[src/rtl/sha256_round_core_if.sv]
// Handshake and data bundle between a SHA-256 block source and sha256_round_core.
// The abort wire exists only when SHA_ABORT_EN is defined.
interface sha256_round_core_if;
  logic         start;
  logic [511:0] msg;
  logic [255:0] hin;
  logic         busy;
  logic         done;
  logic [31:0]  a_out;
  logic [31:0]  b_out;
  logic [31:0]  c_out;
  logic [31:0]  d_out;
  logic [31:0]  e_out;
  logic [31:0]  f_out;
  logic [31:0]  g_out;
  logic [31:0]  h_out;
`ifdef SHA_ABORT_EN
  logic         abort;

  modport master (
    output start, msg, hin, abort,
    input  busy, done, a_out, b_out, c_out, d_out, e_out, f_out, g_out, h_out
  );
  modport slave (
    input  start, msg, hin, abort,
    output busy, done, a_out, b_out, c_out, d_out, e_out, f_out, g_out, h_out
  );
`else
  modport master (
    output start, msg, hin,
    input  busy, done, a_out, b_out, c_out, d_out, e_out, f_out, g_out, h_out
  );
  modport slave (
    input  start, msg, hin,
    output busy, done, a_out, b_out, c_out, d_out, e_out, f_out, g_out, h_out
  );
`endif
endinterface

[src/rtl/sha256_round_core.sv]
// SHA-256 compression core: 64 rounds, one per clock, with a rolling 16-word message
// schedule. Optional feature macro: SHA_ABORT_EN adds an abort input that drops RUN to IDLE.
module sha256_round_core (
  input  logic                clk,
  input  logic                rst_n,
  sha256_round_core_if.slave  bus
);

  typedef enum logic [1:0] {StIdle, StRun, StDone} state_e;

  state_e      state_q;
  logic [5:0]  t_q;
  logic        busy_q, done_q;
  logic [31:0] a_q, b_q, c_q, d_q, e_q, f_q, g_q, h_q;
  logic [31:0] w_q [16];

  logic [31:0] k_t, big_s0, big_s1, ch, maj, t1, t2, sig0, sig1, w_new;
  logic        abort_run;

`ifdef SHA_ABORT_EN
  assign abort_run = bus.abort;
`else
  assign abort_run = 1'b0;
`endif

  assign bus.busy  = busy_q;
  assign bus.done  = done_q;
  assign bus.a_out = a_q;
  assign bus.b_out = b_q;
  assign bus.c_out = c_q;
  assign bus.d_out = d_q;
  assign bus.e_out = e_q;
  assign bus.f_out = f_q;
  assign bus.g_out = g_q;
  assign bus.h_out = h_q;

  // Round constant ROM indexed by the round counter.
  always_comb begin
    k_t = '0;
    case (t_q)
      6'd0:  k_t = 32'h428a2f98;  6'd1:  k_t = 32'h71374491;
      6'd2:  k_t = 32'hb5c0fbcf;  6'd3:  k_t = 32'he9b5dba5;
      6'd4:  k_t = 32'h3956c25b;  6'd5:  k_t = 32'h59f111f1;
      6'd6:  k_t = 32'h923f82a4;  6'd7:  k_t = 32'hab1c5ed5;
      6'd8:  k_t = 32'hd807aa98;  6'd9:  k_t = 32'h12835b01;
      6'd10: k_t = 32'h243185be;  6'd11: k_t = 32'h550c7dc3;
      6'd12: k_t = 32'h72be5d74;  6'd13: k_t = 32'h80deb1fe;
      6'd14: k_t = 32'h9bdc06a7;  6'd15: k_t = 32'hc19bf174;
      6'd16: k_t = 32'he49b69c1;  6'd17: k_t = 32'hefbe4786;
      6'd18: k_t = 32'h0fc19dc6;  6'd19: k_t = 32'h240ca1cc;
      6'd20: k_t = 32'h2de92c6f;  6'd21: k_t = 32'h4a7484aa;
      6'd22: k_t = 32'h5cb0a9dc;  6'd23: k_t = 32'h76f988da;
      6'd24: k_t = 32'h983e5152;  6'd25: k_t = 32'ha831c66d;
      6'd26: k_t = 32'hb00327c8;  6'd27: k_t = 32'hbf597fc7;
      6'd28: k_t = 32'hc6e00bf3;  6'd29: k_t = 32'hd5a79147;
      6'd30: k_t = 32'h06ca6351;  6'd31: k_t = 32'h14292967;
      6'd32: k_t = 32'h27b70a85;  6'd33: k_t = 32'h2e1b2138;
      6'd34: k_t = 32'h4d2c6dfc;  6'd35: k_t = 32'h53380d13;
      6'd36: k_t = 32'h650a7354;  6'd37: k_t = 32'h766a0abb;
      6'd38: k_t = 32'h81c2c92e;  6'd39: k_t = 32'h92722c85;
      6'd40: k_t = 32'ha2bfe8a1;  6'd41: k_t = 32'ha81a664b;
      6'd42: k_t = 32'hc24b8b70;  6'd43: k_t = 32'hc76c51a3;
      6'd44: k_t = 32'hd192e819;  6'd45: k_t = 32'hd6990624;
      6'd46: k_t = 32'hf40e3585;  6'd47: k_t = 32'h106aa070;
      6'd48: k_t = 32'h19a4c116;  6'd49: k_t = 32'h1e376c08;
      6'd50: k_t = 32'h2748774c;  6'd51: k_t = 32'h34b0bcb5;
      6'd52: k_t = 32'h391c0cb3;  6'd53: k_t = 32'h4ed8aa4a;
      6'd54: k_t = 32'h5b9cca4f;  6'd55: k_t = 32'h682e6ff3;
      6'd56: k_t = 32'h748f82ee;  6'd57: k_t = 32'h78a5636f;
      6'd58: k_t = 32'h84c87814;  6'd59: k_t = 32'h8cc70208;
      6'd60: k_t = 32'h90befffa;  6'd61: k_t = 32'ha4506ceb;
      6'd62: k_t = 32'hbef9a3f7;  6'd63: k_t = 32'hc67178f2;
      default: k_t = '0;
    endcase
  end

  // Round datapath plus next schedule word. w_q[0] always holds W[t]; the word shifted in
  // at the top is W[t+16] (words computed during rounds 48..63 are never consumed).
  always_comb begin
    big_s1 = {e_q[5:0], e_q[31:6]} ^ {e_q[10:0], e_q[31:11]} ^ {e_q[24:0], e_q[31:25]};
    big_s0 = {a_q[1:0], a_q[31:2]} ^ {a_q[12:0], a_q[31:13]} ^ {a_q[21:0], a_q[31:22]};
    ch     = (e_q & f_q) ^ (~e_q & g_q);
    maj    = (a_q & b_q) ^ (a_q & c_q) ^ (b_q & c_q);
    t1     = h_q + big_s1 + ch + k_t + w_q[0];
    t2     = big_s0 + maj;
    sig0   = {w_q[1][6:0], w_q[1][31:7]} ^ {w_q[1][17:0], w_q[1][31:18]} ^ (w_q[1] >> 3);
    sig1   = {w_q[14][16:0], w_q[14][31:17]} ^ {w_q[14][18:0], w_q[14][31:19]}
           ^ (w_q[14] >> 10);
    w_new  = sig1 + w_q[9] + sig0 + w_q[0];
  end

  // Control FSM, working variables and schedule window; busy/done are registered.
  always_ff @(posedge clk or negedge rst_n) begin
    if (!rst_n) begin
      state_q <= StIdle;
      t_q     <= '0;
      busy_q  <= 1'b0;
      done_q  <= 1'b0;
      a_q <= '0; b_q <= '0; c_q <= '0; d_q <= '0;
      e_q <= '0; f_q <= '0; g_q <= '0; h_q <= '0;
      for (int i = 0; i < 16; i++) w_q[i] <= '0;
    end else begin
      done_q <= 1'b0;
      unique case (state_q)
        StIdle: begin
          // start beats a simultaneous abort here: abort is only looked at in RUN
          if (bus.start) begin
            {a_q, b_q, c_q, d_q, e_q, f_q, g_q, h_q} <= bus.hin;
            for (int i = 0; i < 16; i++) w_q[i] <= bus.msg[511 - 32*i -: 32];
            t_q     <= '0;
            busy_q  <= 1'b1;
            state_q <= StRun;
          end
        end
        StRun: begin
          if (abort_run) begin
            // Partial a..h are left visible on the outputs.
            busy_q  <= 1'b0;
            state_q <= StIdle;
          end else begin
            h_q <= g_q;
            g_q <= f_q;
            f_q <= e_q;
            e_q <= d_q + t1;
            d_q <= c_q;
            c_q <= b_q;
            b_q <= a_q;
            a_q <= t1 + t2;
            for (int i = 0; i < 15; i++) w_q[i] <= w_q[i+1];
            w_q[15] <= w_new;
            t_q     <= t_q + 6'd1;
            if (t_q == 6'd63) begin
              busy_q  <= 1'b0;
              done_q  <= 1'b1;
              state_q <= StDone;
            end
          end
        end
        StDone: state_q <= StIdle;
        default: state_q <= StIdle;
      endcase
    end
  end

endmodule

[src/flat_wrapper.sv]
// flat-port wrapper written by rule: the top's interface ports become plain ports
module sha256_round_core_flat 
  (clk, rst_n, bus_start, bus_msg, bus_hin, bus_busy, bus_done, bus_a_out, bus_b_out, bus_c_out, bus_d_out, bus_e_out, bus_f_out, bus_g_out, bus_h_out);
  sha256_round_core_if bus_i ();
  input  logic clk;
  input  logic rst_n;
  input wire logic [$bits(bus_i.start)-1:0] bus_start;
  input wire logic [$bits(bus_i.msg)-1:0] bus_msg;
  input wire logic [$bits(bus_i.hin)-1:0] bus_hin;
  output wire logic [$bits(bus_i.busy)-1:0] bus_busy;
  output wire logic [$bits(bus_i.done)-1:0] bus_done;
  output wire logic [$bits(bus_i.a_out)-1:0] bus_a_out;
  output wire logic [$bits(bus_i.b_out)-1:0] bus_b_out;
  output wire logic [$bits(bus_i.c_out)-1:0] bus_c_out;
  output wire logic [$bits(bus_i.d_out)-1:0] bus_d_out;
  output wire logic [$bits(bus_i.e_out)-1:0] bus_e_out;
  output wire logic [$bits(bus_i.f_out)-1:0] bus_f_out;
  output wire logic [$bits(bus_i.g_out)-1:0] bus_g_out;
  output wire logic [$bits(bus_i.h_out)-1:0] bus_h_out;
  assign bus_i.start = bus_start;
  assign bus_i.msg = bus_msg;
  assign bus_i.hin = bus_hin;
  assign bus_busy = bus_i.busy;
  assign bus_done = bus_i.done;
  assign bus_a_out = bus_i.a_out;
  assign bus_b_out = bus_i.b_out;
  assign bus_c_out = bus_i.c_out;
  assign bus_d_out = bus_i.d_out;
  assign bus_e_out = bus_i.e_out;
  assign bus_f_out = bus_i.f_out;
  assign bus_g_out = bus_i.g_out;
  assign bus_h_out = bus_i.h_out;
  sha256_round_core u_core (.clk(clk), .rst_n(rst_n), .bus(bus_i));
endmodule
[config.mk]
export PLATFORM = sky130hd
export DESIGN_NAME = sha256_round_core_flat
export DESIGN_NICKNAME = d
export VERILOG_FILES = /design/src/rtl/sha256_round_core_if.sv /design/src/rtl/sha256_round_core.sv /design/src/flat_wrapper.sv
export SDC_FILE = /design/constraint.sdc
export NUM_CORES = 2
export LEC_CHECK = 0
export ABC_AREA = 1
export CORE_AREA = 2 2 400 402
export DETAILED_ROUTE_END_ITERATION = 16
export DIE_AREA = 0 0 402 404
export SETUP_SLACK_MARGIN = 0.5
export SYNTH_ARGS = -nofsm -noshare
export SYNTH_HDL_FRONTEND = slang
export SYNTH_SLANG_ARGS = --single-unit
export TNS_END_PERCENT = 20
[constraint.sdc]
create_clock -name clk -period 13.77 [get_ports clk]
set_input_delay 2.754 -clock clk [delete_from_list [all_inputs] [get_ports clk]]
set_output_delay 2.754 -clock clk [all_outputs]
set_load 0.02 [all_outputs]
# ---- After elaboration in Yosys (flattened, before gate mapping)
# Memories as Yosys holds them, arrays and structs flattened.
# Cells that the tools add are included.
dict set report totals {
  output_inout_bits 258
  latch_bits 0
  rom_bits 2048
  n_memories 1
  regBits 778
  word_cells 94
  in_bits 771
  ramBits 0
}
dict set report classes {
  n_eq_ne 4
  reduce_logical 5
  muxes 28
  n_mul 0
  bitwise_logic 17
  addsub 11
  magnitude_cmp 0
  div_mod_pow 0
  shifts 0
}
# memory depth word_bits rd rd_clocked_by_memory_dff wr line
set mem_list {}
lappend mem_list {{(no name shown)} 64 32 1 0 0 sha256_round_core.sv:40} ;# case (t_q)
# op count
set ops {}
lappend ops {{$pmux 512 s2} 1}
lappend ops {{$mux 512} 1}
lappend ops {{$pmux 32 s2} 8}
lappend ops {{$add 32x32->32} 10}
lappend ops {{$xor 32x32->32} 9}
lappend ops {{$mux 32} 8}
lappend ops {{$and 32x32->32} 5}
lappend ops {{$not 32->32} 1}
lappend ops {{$xor 32x22->32} 1}
lappend ops {{$xor 32x29->32} 1}
lappend ops {{$pmux 6 s2} 1}
lappend ops {{$add 6x1->6 const B} 1}
lappend ops {{$eq 6x6->1 const B} 1}
lappend ops {{$mux 6} 1}
lappend ops {{$mux 1} 4}
lappend ops {{$mux 2} 2}
lappend ops {{$pmux 2 s2} 1}
lappend ops {{$reduce_and 2->1} 2}
lappend ops {{$reduce_and 3->1} 1}
lappend ops {{$eq 2x1->1 const B} 1}
lappend ops {{$logic_not 2->1} 1}
lappend ops {{$ne 2x1->1 const B} 1}
lappend ops {{$ne 2x2->1 const B} 1}
lappend ops {{$pmux 1 s2} 1}
lappend ops {{$reduce_bool 2->1} 1}

# ---- Depth between registers and ports, before layout
dict set report logic_depth {
  word_depth 8
  depth_mapped 46
  depth_no_buf 45
}

# ---- Worst setup path before layout
# No wires, ideal clock.
dict set report synth_path {
  path_type {register to register}
  from {register u_core.t_q[0]}
  to {register u_core.a_q[27], in the netlist u_core.bus.a_out[27]}
  path_buffers 1
  arrival_time_ns 6.770
  period_less_slack_ns 6.888
  setup_ns 0.118
  path_slack_ns 6.882
  stages_incl_launch_ff 42
  required_ns 13.652
  cell_sequence {dfrtp_1 -> clkbuf_1 -> inv_1 -> ha_1 -> inv_1 -> nor2_1 -> nor2_1 -> inv_1 -> nor2_1 -> a21oi_1 -> o21ai_0 -> a21oi_1 -> inv_1 -> fa_1 -> fa_1 -> inv_1 -> fa_1 -> inv_1 -> (+6 left out) -> nand2_2 -> a21boi_2 -> o21bai_4 -> xor2_1 -> inv_1 -> fa_1 -> inv_1 -> ha_1 -> a21oi_1 -> o21ai_0 -> a21oi_1 -> nand3_1 -> nand2_1 -> nand2_1 -> a21boi_1 -> nor2_1 -> o21bai_1 -> inv_1}
}
dict set report synth_between {
  elab_chain_len 5
}
# item line
set synth_rtl {}
lappend synth_rtl {{start, declared} sha256_round_core.sv:12} ;# logic [5:0] t_q;
lappend synth_rtl {{start signal, assigned} sha256_round_core.sv:131} ;# t_q <= t_q + 6'd1;
lappend synth_rtl {{$mem_v2 64x32} --}
lappend synth_rtl {{$add 32x32->32 (2 in series)} sha256_round_core.sv:84} ;# t1 = h_q + big_s1 + ch + k_t + w_q[0];
lappend synth_rtl {{$add 32x32->32} sha256_round_core.sv:128} ;# a_q <= t1 + t2;
lappend synth_rtl {{$pmux 32 s2} sha256_round_core.sv:104} ;# unique case (state_q)
lappend synth_rtl {{end signal, assigned} sha256_round_core.sv:108} ;# {a_q, b_q, c_q, d_q, e_q, f_q, g_q, h_q} <= bus.hin;
lappend synth_rtl {{end signal, assigned} sha256_round_core.sv:128}
lappend synth_rtl {{end, declared} sha256_round_core.sv:14} ;# logic [31:0] a_q, b_q, c_q, d_q, e_q, f_q, g_q, h_q;
# Every way passes these cells.
# A chain may end at the register's enable or synchronous reset.

# ---- Worst setup path after layout
dict set report layout_path {
  from {register u_core.t_q[1]}
  to {register u_core.a_q[26], in the netlist u_core.bus.a_out[26]}
}
# Same word-level chain as after synthesis.

==> qor.csv <==
metric,value,unit
reg2regPathDepth,37,
holdCritPathClass,flop to flop,
worst_ep_required_time,14.40,ns
fp.dieW,402,microns
final_cell_mix,"nand2_1, clkdlybuf4s50_1, o21ai_0",
ys_ff_latch,778,
yosysSeqAreaShare,37.0,%
fp.coreArea,158000,sq um
syn_inst,6962,
placementRows,146,
worstSetupPathType,flop to flop,
first_iter_violations,5475,
ant_nets,0,
routedWlPerCell,27.8,microns
max_clock_freq,0.114,GHz
hold_buffers,0,
dieArea,162000,sq um
grt_pass1_vias,53000,
insertion_delay,0.74,ns
drv_slew,0,
yosys_warnings,0,
tritoncts,built,
drc,0,
nFillCells,16200,
cts.path.max_buffers,3,
syn_nets,8062,
root_buffer,clkbuf_16,
place_congestion,1.01,
final_layout_size_suffix_gt1_share,3.31,%
maxSlewHeadroom,22.8,%
synth_cell_types,65,
cp_data_arrival_time,9.41,ns
synthArstFlopShare,100,%
worstPathMaxFanout,12,
path_common_cell,inv_1,
synth-edff-count,0,
holdPathStages,2,
fin_crit,8.78,ns
first_pass_iters,5,
initial_core_util,33.3,%
hpwl,213000,microns
fin_worst_skew,0.0584,ns
die_h,404,microns
grt_first_pass_wirelength,385000,microns
status,finished clean,
grt_overflow,0,
yosysTopAreaCell,dfrtp_1,
numCtsBuffers,91,
netlist_area,52600,sq um
cp_num_buf_inv,8,
cpPeakStageDelay,0.57,ns
final_common_cell,nand2_1,
port_buffers,1028,
tightest_slew,1.15,ns
drt_wl_total,273000,microns
hold_violations,0,
grt_setup_unrepaired,false,
clock_sinks,778,
post-cts-setup-buffers,0,
synth_top_flop_cell,dfrtp_1,
tns,0,ns
boundaryPins,1029,
grt_start_max_net_pins,239,
antenna_found_initial,38,
post_synth.cell_area_avg,7.55,sq um
htreeDepth,3,
cp_slowest_cell,dfrtp_1,
startpoint_type,flop,
finalCritPeriodShare,63.7,%
cts_resized,0,
end_kind,flop,
finalSetupViolCount,0,
viasPerCell,5.46,
critical-path-top-delay-family,adder cells,
vias,53700,
clk_pin_slew_worst_paths,0.07,ns
grt_use_total,32.6,%
path_depth,37,
synthToLayoutAreaGrowth,28.0,%
synth_top_area_share,37.0,%
drv_cap,0,
finish.net_count,8753,
synthTopCellsByArea,"dfrtp_1, o21ai_0, nand2_1",
sequential cells by signal, indices dropped and copies added, names as in the netlist, 6 cells and up:
register          flops
u_core.bus.a_out     32
u_core.bus.b_out     32
u_core.bus.c_out     32
u_core.bus.d_out     32
u_core.bus.e_out     32
u_core.bus.f_out     32
u_core.bus.g_out     32
u_core.bus.h_out     32
u_core.t_q            6
u_core.w_q          512
per-stage QoR:
step | setup WS, ns | utilization, % | instances | area (sq um) | hold slack, ns
after floorplan | 6.88 | - | 6962 | 52600 | 0.449
after global placement | 5.17 | 40.6 | 9632 | 64000 | 0.480
after detailed placement | 5.28 | 40.6 | 9632 | 64000 | 0.479
after CTS | 5.20 | 42.6 | 9798 | 67200 | 0.504
after global routing | 4.43 | 42.6 | 9822 | 67300 | 0.531
final | 4.99 | 42.6 | 9823 | 67300 | 0.500
logic make-up after synthesis:
group           count (synthesis)  share of synthesized area, %
compound gates               2102                          21.9
buf+inv                      1207                          8.82
xor+xnor                      294                          4.90
fa+ha+maj                     329                          10.5
simple gates                 2252                          16.9
flops                         778                          37.0
layer usage:
metal,vias to the layer above,track usage (%),part of all wire [%],wire (microns)
met3,473,5.50,6.7,18400
li1,24100,-,-,-
met2,2391,53.8,48,130000
met1,26600,41.4,40,110000
met4,20,16.1,5.2,14100
met5,-,0,0.046,125
synth_stat cells, drive strengths merged (10+ instances only):
library cell,number
nor3,32
o22ai,45
o211ai,16
a31oi,27
or2,21
xnor2,140
a22oi,136
inv,720
o21ai,976
buf,103
a21oi,761
o221ai,24
a211oi,10
nand4,15
clkbuf,384
fa,187
nor2,809
o21bai,29
ha,142
dfrtp,778
a21o,16
nand2,1223
a21boi,11
xor2,154
nand3,129
nor4,12
area by class of cell:
cell class                      count  area (sq um)  area share, %
Antenna cell                       25          62.6         0.0930
Clock buffer                      139          2650           3.94
Clock inverter                     27           498          0.740
Inverter                          720          2730           4.05
Multi-Input combinational cell   4977         28500           42.3
Sequential cell                   778         19500           29.0
Tap cell                         2072          2590           3.85
Timing Repair Buffer             1085         10800           16.1
worst register-to-register path: cells and delay by family, from the launching register on:
| kind | cells | cell delay (ns) |
|---|---|---|
| adder cells (fa/ha/maj) | 7 | 3.24 |
| AO/OA/AOI/OAI | 10 | 2.06 |
| AND/OR/NAND/NOR | 10 | 1.42 |
| buffers and inverters | 8 | 0.99 |
| flip-flops | 1 | 0.57 |
| XOR/XNOR | 2 | 0.38 |
final timing paths:
kind                                from              endpoint  slack [ns]
max in group asynchronous          rst_n       u_core.w_q[191]        8.83
min                        u_core.w_q[2]         u_core.w_q[2]        0.50
max reg2reg                u_core.t_q[1]  u_core.bus.a_out[26]        4.99
min in group asynchronous          rst_n       u_core.w_q[100]        2.07
max                        u_core.t_q[1]  u_core.bus.a_out[26]        4.99
min reg2reg                u_core.w_q[2]         u_core.w_q[2]        0.50
Power is not shown: default switching activity piles up to over one toggle a cycle in this logic, so the estimate is an artifact.
